## config.mk

```make
export PLATFORM = sky130hd
export DESIGN_NAME = partial_product_accumulator
export DESIGN_NICKNAME = d
export VERILOG_FILES = /design/src/rtl/partial_product_accumulator_pkg.sv /design/src/rtl/partial_product_accumulator_pp_acc_adder.sv /design/src/rtl/partial_product_accumulator.sv
export SDC_FILE = /design/constraint.sdc
export NUM_CORES = 1
export LEC_CHECK = 0
export CORE_MARGIN = 10
export CORE_UTILIZATION = 53
export DETAILED_ROUTE_END_ITERATION = 12
export GPL_ROUTABILITY_DRIVEN = 0
export PLACE_DENSITY = 0.87
export SETUP_SLACK_MARGIN = 0.1
export SLEW_MARGIN = 20
export SYNTH_ARGS = -nofsm -noshare
export SYNTH_HDL_FRONTEND = slang
export SYNTH_SLANG_ARGS = --single-unit
```

## constraint.sdc

```tcl
create_clock -name clk -period 6.85 [get_ports clk]
set_input_delay 1.37 -clock clk [delete_from_list [all_inputs] [get_ports clk]]
set_output_delay 1.37 -clock clk [all_outputs]
set_load 0.02 [all_outputs]
```

## src/rtl/partial_product_accumulator_pkg.sv

```systemverilog
// ---------------------------------------------------------------------------
// partial_product_accumulator_pkg
// Shared widths, state encoding and constants for the partial product
// accumulation stage of the multiplier datapath.
//   ACC_W   : running accumulator width
//   PP_W    : partial product width
//   SUM_W   : adder result width (accumulator plus carry-out)
//   state_t : IDLE / ACCUM / DONE job states
//   ACC_MAX : all-ones accumulator value (saturation target)
// ---------------------------------------------------------------------------
package partial_product_accumulator_pkg;

    localparam int ACC_W = 62;
    localparam int PP_W  = 29;
    localparam int SUM_W = 63;

    typedef enum logic [1:0] {
        IDLE  = 2'd0,
        ACCUM = 2'd1,
        DONE  = 2'd2
    } state_t;

    localparam logic [ACC_W-1:0] ACC_MAX = '1;

endpackage

```

## src/rtl/partial_product_accumulator_pp_acc_adder.sv

```systemverilog
// ---------------------------------------------------------------------------
// pp_acc_adder
// Combinational zero-extending adder: accumulator + partial product, with
// the carry out of the accumulator MSB returned as the top sum bit.
// Ports:
//   acc : input  [ACC_W-1:0]  current accumulator value
//   pp  : input  [PP_W-1:0]   unsigned partial product
//   sum : output [SUM_W-1:0]  {carry, acc + pp}
// ---------------------------------------------------------------------------
module pp_acc_adder
    import partial_product_accumulator_pkg::*;
(
    input  logic [ACC_W-1:0] acc,
    input  logic [PP_W-1:0]  pp,
    output logic [SUM_W-1:0] sum
);

    assign sum = {1'b0, acc} + {{(SUM_W-PP_W){1'b0}}, pp};

endmodule

```

## src/rtl/partial_product_accumulator.sv

```systemverilog
// ---------------------------------------------------------------------------
// partial_product_accumulator
// Sequential accumulation stage of the multiplier datapath. A job captures
// init_val on start, adds NUM_TERMS unsigned partial products (one per clock
// at most, bubbles allowed) and then presents result/overflow until the
// downstream stage accepts them.
//
// Parameters:
//   NUM_TERMS : partial products per job (1..255)
//   CNT_W     : term counter width, 2**CNT_W > NUM_TERMS
//
// Ports:
//   clk       : input       rising-edge clock
//   reset     : input       asynchronous active-high reset
//   start     : input       begin a job (sampled only in IDLE)
//   init_val  : input  [62] initial accumulator value, captured with start
//   pp_valid  : input       partial product valid
//   pp_data   : input  [29] unsigned partial product
//   pp_ready  : output      partial product accepted this cycle (ACCUM)
//   out_valid : output      result available (DONE)
//   out_ready : input       downstream accepts result
//   result    : output [62] accumulated value (0 outside DONE)
//   overflow  : output      sticky carry-out of bit 61 (0 outside DONE)
//   busy      : output      high in ACCUM and DONE
//
// Build option:
//   PPA_SATURATE_EN : when defined, the accumulator saturates to all ones on
//                     the first carry-out and stays there for the job;
//                     otherwise it wraps modulo 2**62.
// ---------------------------------------------------------------------------
module partial_product_accumulator
    import partial_product_accumulator_pkg::*;
#(
    parameter int NUM_TERMS = 4,
    parameter int CNT_W     = 8
) (
    input  logic             clk,
    input  logic             reset,
    input  logic             start,
    input  logic [ACC_W-1:0] init_val,
    input  logic             pp_valid,
    input  logic [PP_W-1:0]  pp_data,
    output logic             pp_ready,
    output logic             out_valid,
    input  logic             out_ready,
    output logic [ACC_W-1:0] result,
    output logic             overflow,
    output logic             busy
);

    localparam logic [CNT_W-1:0] LAST_CNT = CNT_W'(NUM_TERMS - 1);

    state_t           state;
    state_t           state_next;
    logic [ACC_W-1:0] acc;
    logic [CNT_W-1:0] count;
    logic             ovf;
    logic [SUM_W-1:0] sum;
    logic             accept;

`ifdef PPA_SATURATE_EN
    // Clamp to all ones on a fresh carry or once the job has already
    // overflowed, so a saturated accumulator never wraps back down.
    function automatic logic [ACC_W-1:0] saturate(input logic [SUM_W-1:0] s,
                                                   input logic            sticky);
        return (s[ACC_W] || sticky) ? ACC_MAX : s[ACC_W-1:0];
    endfunction
`endif

    pp_acc_adder u_adder (
        .acc (acc),
        .pp  (pp_data),
        .sum (sum)
    );

    assign accept = pp_valid && pp_ready;

    // State register
    always_ff @(posedge clk or posedge reset) begin
        if (reset) begin
            state <= IDLE;
        end else begin
            state <= state_next;
        end
    end

    // Next-state and handshake outputs
    always_comb begin
        state_next = state;
        pp_ready   = 1'b0;
        out_valid  = 1'b0;
        busy       = 1'b0;
        case (state)
            IDLE: begin
                if (start) begin
                    state_next = ACCUM;
                end
            end
            ACCUM: begin
                pp_ready = 1'b1;
                busy     = 1'b1;
                // The final beat hands off to DONE on its own accept edge.
                if (pp_valid && (count == LAST_CNT)) begin
                    state_next = DONE;
                end
            end
            DONE: begin
                out_valid = 1'b1;
                busy      = 1'b1;
                if (out_ready) begin
                    state_next = IDLE;
                end
            end
            default: begin
                state_next = IDLE;
            end
        endcase
    end

    // Accumulator, term counter and sticky overflow
    always_ff @(posedge clk or posedge reset) begin
        if (reset) begin
            acc   <= '0;
            count <= '0;
            ovf   <= 1'b0;
        end else if ((state == IDLE) && start) begin
            acc   <= init_val;
            count <= '0;
            ovf   <= 1'b0;
        end else if (accept) begin
`ifdef PPA_SATURATE_EN
            acc   <= saturate(sum, ovf);
`else
            acc   <= sum[ACC_W-1:0];
`endif
            ovf   <= ovf | sum[ACC_W];
            count <= count + CNT_W'(1);
        end
    end

    // Result is only exposed while the job is being handed off.
    assign result   = (state == DONE) ? acc : '0;
    assign overflow = (state == DONE) && ovf;

endmodule
```

==> results.json <==
{
  "die_w_um": 125,
  "drt_first_pass_iters": 6,
  "synthXorXnorAreaFrac_pct": 7.94,
  "final_nets": 1005,
  "layout-drive-gt1-share_pct": 5.01,
  "reg2reg_to": "acc[33]",
  "finalSetupViolations": 0,
  "yosysMostFrequentCell": "nand2_1",
  "clock_latency_ns": 0.36,
  "syn_area_um2": 5850,
  "clock_path_buffers": 2,
  "grt-ovfl-total": 0,
  "n_fill_cell": 822,
  "die_y_um": 125,
  "status": "complete, no violations",
  "worstHoldStart": "state[1]",
  "r2r_slack_ns": 3.68,
  "synth-simple-area-share_pct": 27.4,
  "r2r_cells": 9,
  "clk_pin_slew_ns": 0.08,
  "rows": 38,
  "fin_tns_setup_ns": 0,
  "p_leak_nw": 3.13,
  "syn-instance-count": 730,
  "syn_to_final_growth_pct": 32.5,
  "synth-async-reset-ratio_pct": 100,
  "final_cell_count_no_fill": 1019,
  "synth_edf_count": 0,
  "sequentialPowerShare_pct": 25.8,
  "crit_path_start_kind": "flop",
  "synth_top_area_share_pct": 31.2,
  "grt_pass1_wl_um": 31400,
  "synth_compound_area_share_pct": 21.4,
  "worstSetupPathType": "reg -> out",
  "crit_required_ns": 5.48,
  "clock_power_share_pct": 12.1,
  "wirelength_um": 18800,
  "grt_util_all_layers_pct": 23.3,
  "viasPerCell": 5.98,
  "power_density_nw_per_um2": 415,
  "clock_sinks": 73,
  "maxCapViolations": 0,
  "syn_area_per_cell_um2": 8.01,
  "timing.fmax_mhz": 228,
  "worstReg2RegStart": "acc[6]",
  "cts_root_buf": "clkbuf_8",
  "coreArea_um2": 10800,
  "synthMuxAreaShare_pct": 0.684,
  "worstPathArrival_ns": 3.01,
  "fin_crit_sh_pct": 64.0,
  "min_to": "state[1]",
  "hold_viol": 0,
  "switching_share_pct": 47.5,
  "io_buffers": 161,
  "antenna_found_initial": 0,
  "hold_depth": 1,
  "dieArea_um2": 15600,
  "cts_hold_buffers": 0,
  "io_pins": 162,
  "dr_total_vias": 6094,
  "yosys.area.top_type": "dfrtp_1",
  "synthAdderAreaFrac_pct": 7.61,
  "ys.flop_type": "dfrtp_1",
  "cts_made_buffers": 9,
  "synth_nets": 861,
  "cts_tree": "yes",
  "synth.distinct_cells": 69,
  "end_kind": "output pin",
  "synth_area_leaders": "dfrtp_1 31%, ha_1 7.3%, and2_1 7.1%",
  "hold_class": "reg -> reg",
  "synth_top_family_by_area": "simple AND/OR/NAND/NOR gates",
  "grt_pass1_vias": 6237,
  "crit_start": "state[0]",
  "slowest_stage": "ha_1",
  "htreeDepth": 3,
  "pwr-share-comb_pct": 62.1,
  "cp_max_fo": 34,
  "path_common_cell": "inv_1",
  "synthTopCellsByCount": "96 x nand2_1, 73 x dfrtp_1, 67 x nor2_1",
  "cts.repair.resized": 0,
  "cpPeakStageDelay_ns": 0.72,
  "synth-seq-cells": 73,
  "rsz0062_at_grt": "no",
  "antenna_cells": 0,
  "ir_drop_mv": 0.186,
  "fin_worst_skew_ns": 0.0158,
  "grt_start_max_net_pins": 74,
  "path_cells": "inv_1 > ha_1 > buf_4 > inv_1 > nor2_1 > clkdlybuf4s50_1",
  "period_minus_slack_ns": 4.38,
  "initial_core_util_pct": 54.0,
  "max_slew_margin_pct": 34.1,
  "drc_errors": 0,
  "placedCellCount": 1003,
  "post_drt_wl_per_cell_um": 18.5,
  "ant_nets": 0,
  "ys_seq_area_share_pct": 31.2,
  "drtIter0Drc": 764,
  "yosys_warnings": 0,
  "maxSlewViolCount": 0,
  "p_sw_mw": 1.52,
  "internal-power_mw": 1.69,
  "worst_pin_slew_ns": 0.989,
  "cts.repair_timing.setup_buffer_count": 0,
  "hpwl_um": 14200
}
[per-stage QoR]
step | hold slack [ns] | util [%] | total power [mW] | setup WS (ns) | area [µm²]
3_5_place_dp | 0.521 | 69.5 | 2.79 | 2.34 | 7530
6_report | 0.540 | 71.5 | 3.21 | 2.47 | 7750
4_1_cts | 0.540 | 71.5 | 3.19 | 2.47 | 7750
3_3_place_gp | 0.486 | 69.5 | 2.72 | 2.47 | 7530
5_1_grt | 0.588 | 71.5 | 3.45 | 2.28 | 7750
2_1_floorplan | 0.458 | - | 2.15 | 3.03 | 5850
[per-layer routing]
layer	global-route usage, %	routed length (µm)
met2	39.2	9040
met3	4.56	1340
met4	7.93	533
met1	29.3	7910
met5	0	0
[power by group through the flow]
stage	combinational, mW	sequential (mW)	clock (mW)
6_report	1.99	0.829	0.390
5_1_grt	2.18	0.859	0.415
4_1_cts	1.97	0.824	0.392
3_5_place_dp	1.96	0.831	0
3_3_place_gp	1.90	0.821	0
2_1_floorplan	1.40	0.753	0
[sequential cells by signal, summed over array words and instances (netlist names)]
signal  count
count       8
state       2
ovf         1
acc        62
[worst max-delay path, delay by kind of cell, from the launching register on]
kind | cells | cell delay (ns)
buffers and inverters | 4 | 1.37
adder cells (fa/ha/maj) | 1 | 0.72
flip-flops | 1 | 0.39
AND/OR/NAND/NOR | 1 | 0.17
[layout make-up]
type / instances / area, µm² / share of cell area (%)
clock buffer: 10 / 128 / 1.65
clock inverter: 6 / 90.1 / 1.16
inverter: 18 / 67.6 / 0.872
multi-input combinational: 605 / 3800 / 49.1
sequential: 73 / 1830 / 23.6
tap: 140 / 175 / 2.26
timing repair buffer: 167 / 1660 / 21.4
[worst max-delay path by stage]
stage | end | slack (ns) | cells past startpoint
floorplan | acc[44] | 3.03 | 10
global placement | acc[57] | 2.47 | 10
detailed placement | acc[18] | 2.34 | 11
CTS | result[37] | 2.47 | 6
global route | result[37] | 2.28 | 6
finish | result[37] | 2.47 | 6
[cell families (layout without fill, tap and decap cells)]
group | after synthesis | count (layout)
AO/OA/AOI/OAI | 199 | 199
XOR/XNOR | 53 | 53
adder cells (fa/ha/maj) | 35 | 35
buffers and inverters | 52 | 201
flip-flops | 73 | 73
multiplexers | 4 | 4
AND/OR/NAND/NOR | 314 | 314
[cells in the final DEF (no fill, tap or decap), types with 3 or more instances in the layout]
| cell type | Yosys | routed |
|---|---|---|
| clkdlybuf4s50_1 | 0 | 161 |
| nand2_1 | 96 | 96 |
| dfrtp_1 | 73 | 73 |
| nor2_1 | 67 | 67 |
| and2_1 | 66 | 65 |
| a21oi_1 | 57 | 57 |
| o21ai_0 | 56 | 56 |
| xnor2_1 | 37 | 37 |
| ha_1 | 34 | 34 |
| nand4_1 | 17 | 17 |
| inv_1 | 18 | 17 |
| xor2_1 | 16 | 16 |
| a31oi_1 | 13 | 13 |
| nand3_1 | 12 | 12 |
| a21o_1 | 11 | 11 |
| nor3_1 | 10 | 10 |
| and3_1 | 10 | 10 |
| clkbuf_8 | 0 | 9 |
| or3_1 | 8 | 8 |
| o21bai_1 | 7 | 7 |
| a22oi_1 | 7 | 7 |
| o21ai_1 | 7 | 7 |
| a211oi_1 | 6 | 6 |
| buf_4 | 1 | 6 |
| nor2b_1 | 4 | 4 |
| mux2i_1 | 4 | 4 |
| a41oi_1 | 4 | 4 |
| nor3_2 | 4 | 4 |
| and4_1 | 3 | 3 |
| nor4_1 | 3 | 3 |
| o21a_1 | 3 | 3 |
Power figures use the tool's default switching activity.
